==> config.mk <==
export PLATFORM = sky130hd
export DESIGN_NAME = miss_msg_det
export DESIGN_NICKNAME = d
export VERILOG_FILES = /design/src/rtl/miss_msg_det_pkg.sv /design/src/rtl/miss_msg_det.sv
export SDC_FILE = /design/constraint.sdc
export NUM_CORES = 1
export LEC_CHECK = 0
export ABC_AREA = 1
export CAP_MARGIN = 20
export CORE_AREA = 2 2 259 261
export DETAILED_ROUTE_END_ITERATION = 7
export DIE_AREA = 0 0 261 263
export PLACE_DENSITY = 0.66
export SLEW_MARGIN = 5
export SYNTH_ARGS = -nofsm -noshare
export SYNTH_HDL_FRONTEND = slang
export SYNTH_SLANG_ARGS = --single-unit
==> constraint.sdc <==
create_clock -name clk -period 5.4 [get_ports clk]
set_clock_uncertainty 0.05 [all_clocks]
set_input_delay 1.08 -clock clk [delete_from_list [all_inputs] [get_ports clk]]
set_output_delay 1.08 -clock clk [all_outputs]
set_load 0.02 [all_outputs]
==> src/rtl/miss_msg_det_pkg.sv <==
// miss_msg_det_pkg: shared default widths and session-jump limit for the MoldUDP64 receive path
//   DEF_SEQ_NUM_W   sequence number width
//   DEF_SID_W       session ID width
//   DEF_ML_W        message count width
//   DEF_SID_GAP_MAX largest forward sid jump still treated as missed sessions
package miss_msg_det_pkg;
    localparam int DEF_SEQ_NUM_W = 64;
    localparam int DEF_SID_W = 80;
    localparam int DEF_ML_W = 16;
    localparam logic [63:0] DEF_SID_GAP_MAX = 64'h8000_0000_0000_0000;
endpackage

==> src/rtl/miss_msg_det.sv <==
// miss_msg_det: flags missing message ranges and missing sessions in the cycle of the packet header
//   clk, nreset                 clock, asynchronous active-low reset
//   v_i, sid_i, seq_num_i,
//   msg_cnt_i, eos_i            packet header (one cycle per packet)
//   miss_seq_num_*_o            in-session gap: valid, session, first missing seq, count
//   miss_sid_*_o                skipped session(s): valid, first sid, first seq, sid count, new seq
module miss_msg_det import miss_msg_det_pkg::*; #(
    parameter int SEQ_NUM_W = DEF_SEQ_NUM_W,
    parameter int SID_W = DEF_SID_W,
    parameter int ML_W = DEF_ML_W,
    parameter logic [SID_W-1:0] SID_GAP_MAX = SID_W'(DEF_SID_GAP_MAX)
) (
    input  logic                 clk,
    input  logic                 nreset,
    input  logic                 v_i,
    input  logic [SID_W-1:0]     sid_i,
    input  logic [SEQ_NUM_W-1:0] seq_num_i,
    input  logic [ML_W-1:0]      msg_cnt_i,
    input  logic                 eos_i,
    output logic                 miss_seq_num_v_o,
    output logic [SID_W-1:0]     miss_seq_num_sid_o,
    output logic [SEQ_NUM_W-1:0] miss_seq_num_start_o,
    output logic [SEQ_NUM_W-1:0] miss_seq_num_cnt_o,
    output logic                 miss_sid_v_o,
    output logic [SID_W-1:0]     miss_sid_start_o,
    output logic [SEQ_NUM_W-1:0] miss_sid_seq_num_start_o,
    output logic [SID_W-1:0]     miss_sid_cnt_o,
    output logic [SEQ_NUM_W-1:0] miss_sid_seq_num_end_o
);
    logic [SID_W-1:0] sid_q, sid_d, sid_diff;
    logic [SEQ_NUM_W-1:0] seq_q, seq_d, end_seq;
    logic same, ahead, seq_gap, sid_gap;

    assign sid_diff = sid_i - sid_q;
    assign end_seq = seq_num_i + SEQ_NUM_W'(msg_cnt_i);
    assign same = sid_i == sid_q;
    // Forward jumps beyond SID_GAP_MAX are treated as resynchronisation, not loss
    assign ahead = !same && sid_diff <= SID_GAP_MAX;
    assign seq_gap = v_i && same && seq_num_i > seq_q;
    assign sid_gap = v_i && ahead;

    assign miss_seq_num_v_o = seq_gap;
    assign miss_seq_num_sid_o = seq_gap ? sid_q : '0;
    assign miss_seq_num_start_o = seq_gap ? seq_q : '0;
    assign miss_seq_num_cnt_o = seq_gap ? seq_num_i - seq_q : '0;
    assign miss_sid_v_o = sid_gap;
    assign miss_sid_start_o = sid_gap ? sid_q : '0;
    assign miss_sid_seq_num_start_o = sid_gap ? seq_q : '0;
    assign miss_sid_cnt_o = sid_gap ? sid_diff : '0;
    assign miss_sid_seq_num_end_o = sid_gap ? seq_num_i : '0;

    // Old/duplicate packets in the same session never move seq_q backwards
    always_comb begin
        sid_d = !v_i ? sid_q : eos_i ? sid_i + SID_W'(1) : (!same || end_seq > seq_q) ? sid_i : sid_q;
        seq_d = !v_i ? seq_q : eos_i ? '0 : (!same || end_seq > seq_q) ? end_seq : seq_q;
    end

    always_ff @(posedge clk or negedge nreset) begin
        if (!nreset) begin
            sid_q <= '0;
            seq_q <= '0;
        end else begin
            sid_q <= sid_d;
            seq_q <= seq_d;
        end
    end
endmodule

==> results.tsv <==
metric	value	unit
WS Path Type	input port to primary output	
synth warn	0	
WL per Instance	21.9	um
# Max-Cap Violations	0	
DR WL met3	18.0	mm
# rows	94	
Avg Synthesized Cell Area	5.56	sq um
top cell type's share of synthesized area	18.6	%
initial drt markers	4854	
Yosys reg bits	144	
Clock Tree Buf Depth	2	
WL met1	62.2	mm
area leader, netlist	nand2_1	
first-pass GRT wire length	216	mm
R2R depth	17	
Top Metal Used	met5	
I/O pin count	662	
Num CTS Buffers	17	
R2R Path Start	sid_q[63]$_DFFE_PN0P_	
Most common cell on crit path	nor2_2	
min Tclk post-route	5.82	ns
hold_sp	sid_q[77]$_DFFE_PN0P_	
commonest cells after routing, fill and taps aside	buf_4 (1169), nand2_1 (1097), inv_1 (864), nor2_1 (489), buf_6 (307)	
kind of start point of the critical path	input port	
Post-synth ARST share	100	%
clock sinks	144	
Worst Setup End Kind	primary output	
Post-Synth Simple-Gate Area	41.9	%
power density over cell area	161	nW/um^2
Die Wd	261	um
gr usage total	41.2	%
total vias in the final route	41500	
vias in the first global route	36600	
initial antenna violation count	9	
endpoints failing hold	0	
Crit path arrival time	4.69	ns
Worst path slowest cell	fa_2	
Worst VDD drop	0.000199	V
largest net degree at the start of global routing	81	
slowest cell delay on critical path	0.37	ns
Setup WS pre-CTS	-1.47	ns
fmax	172	MHz
CTS tree	built	
Max Transition Viols Final	0	
status	finished, violations left	
Worst Hold Path Cells	2	
Reg clk slew, reported paths	0.07	ns
Final Wtd Congestion	1.10	
most common cell after layout, fill and taps aside	buf_4	
Cells after Synth	4812	
Post-Synth Adder-Cell Area	10.7	%
height of the die	263	um
number of enable flip-flop cells after synthesis	0	
Hold Crit Endpoint	sid_q[77]$_DFFE_PN0P_	
Port Buffers	645	
CTS Root Cell	clkbuf_16	
DP Wirelength	122	mm
relative slew slack	35.6	%
main combinational cell family by area after synthesis	simple AND/OR/NAND/NOR gates	
Cell Area, Synth	26800	sq um
final WL	166	mm
share of cells above drive strength 1	40.3	%
HP Class	flip-flop to flip-flop	
Initial Util	40.8	%
CP Max Fanout	7	
failing checks	setup timing	
drt pass-1 iters	6	
Post-DRT Antenna Nets	0	
full die area	68600	sq um
portion of netlist area occupied by mux cells	0.0374	%
flop2flop setup slack	1.81	ns
final period utilization	108	%
core region area	65600	sq um
P_leak	0.0270	uW
ys flop type	dfrtp_1	
DR vias/cell	5.47	
Finished Core Util	77.3	%
setup ws final	-0.421	ns
Area Growth Syn to Fin	89.5	%
RSZ-0062 raised after global routing	yes	
grt ovf	0	
sequential share of the synthesized area	13.5	%
Crit path required time	4.27	ns
clk_lat worst skew	0.50	ns
Area contributors post-synth	nand2_1 (19%), dfrtp_1 (13%), inv_1 (13%)	
actual slew at the worst max-slew pin	0.954	ns
Synth Area in Compound Gates	12.3	%
fin nets	7106	
# DRC	0	
Synth cell types	52	
Critical R2R Capture	seq_q[61]$_DFFE_PN0P_	
XOR/XNOR Fraction of Synth Area	6.22	%
H-tree levels	4	
setup violators final	291	
met2 WL post-DR	73.8	mm
-- report_power, final --
| part | switching, uW | internal (uW) | total, uW | leakage, uW |
|---|---|---|---|---|
| logic | 3240 | 2360 | 5600 | 0.0249 |
| clock network | 625 | 704 | 1330 | 0.000300 |
| registers | 63.9 | 1180 | 1240 | 0.00181 |
| total | 3920 | 4240 | 8170 | 0.0270 |
-- stage by stage --
step,area (sq um),total power (uW),instances,hold WS (ns),TNS [ns]
2_1_floorplan,26800,3270,4827,0.392,0
3_3_place_gp,42300,5690,7347,0.407,-658.06
3_5_place_dp,42300,5690,7347,0.422,-658.86
4_1_cts,45100,7310,7425,0.440,-151.81
5_1_grt,50700,8510,7594,0.458,-101.12
6_report,50700,8170,7596,0.437,-77.04
-- worst max-delay path by stage --
stage | from | endpoint | slack, ns | depth (start not counted)
after floorplan | seq_num_i[1] | seq_q[52]$_DFFE_PN0P_ | 0.38 | 30
after global placement | seq_num_i[0] | seq_q[58]$_DFFE_PN0P_ | -1.50 | 29
after detailed placement | seq_num_i[0] | sid_q[32]$_DFFE_PN0P_ | -1.47 | 30
after CTS | sid_i[0] | miss_sid_seq_num_end_o[0] | -0.39 | 27
after global routing | sid_i[6] | miss_sid_start_o[33] | -0.42 | 26
final | sid_i[0] | miss_sid_start_o[33] | -0.42 | 25
-- metal layers --
metal | track usage, % | vias to the layer above
met2 | 65.8 | 2685
met3 | 6.84 | 749
met4 | 20.8 | 10
li1 | - | 18800
met5 | 0 | -
met1 | 53.1 | 19300
-- cell families after synthesis --
group	after synthesis
DFF	144
AOI/OAI and AO/OA	600
adders and majority gates	227
muxes	1
and+or+nand+nor	2623
other	1
buffers and inverters	1026
xor gates and xnor gates	190
-- Yosys cell counts (28+ instances only) --
master,number
nand2_1,1323
inv_1,902
nor2_1,788
a21oi_1,235
o21ai_0,233
ha_1,224
nand3_1,174
dfrtp_1,144
xor2_1,134
nor3_1,85
nand4_1,77
nor2_4,72
xnor2_1,56
buf_2,41
clkbuf_1,41
nor2_2,28
-- worst max-delay path: cells and delay by family --
family                     cells  cell delay (ns)
and+or+nand+nor               13             1.73
xor gates and xnor gates       1             0.15
buffers and inverters          9             1.16
adders and majority gates      2             0.52
-- layout make-up --
type                       count  area, sq um
antenna                        4         10.0
clock buffer                  17          425
clock inverter                15          195
fill                        4914        14900
inverter                     918         3460
multi-input combinational   3663        24100
sequential                   144         3600
tap                          864         1080
timing repair buffer        1971        17900
-- registers in the layout (all words and copies together) (netlist names) --
register / flops
seq_q: 64
sid_q: 80
-- timing repair --
action | in CTS | in global routing
gates cloned | 13 | 45
buffers inserted | 33 | 131
resized for setup | 1192 | 2384
pin swaps | 74 | 257
endpoints found under the hold margin | 0 | 0
endpoints found under the setup margin | 626 | 626
hold buffers | 0 | 0
Power figures use the tool's default switching activity.
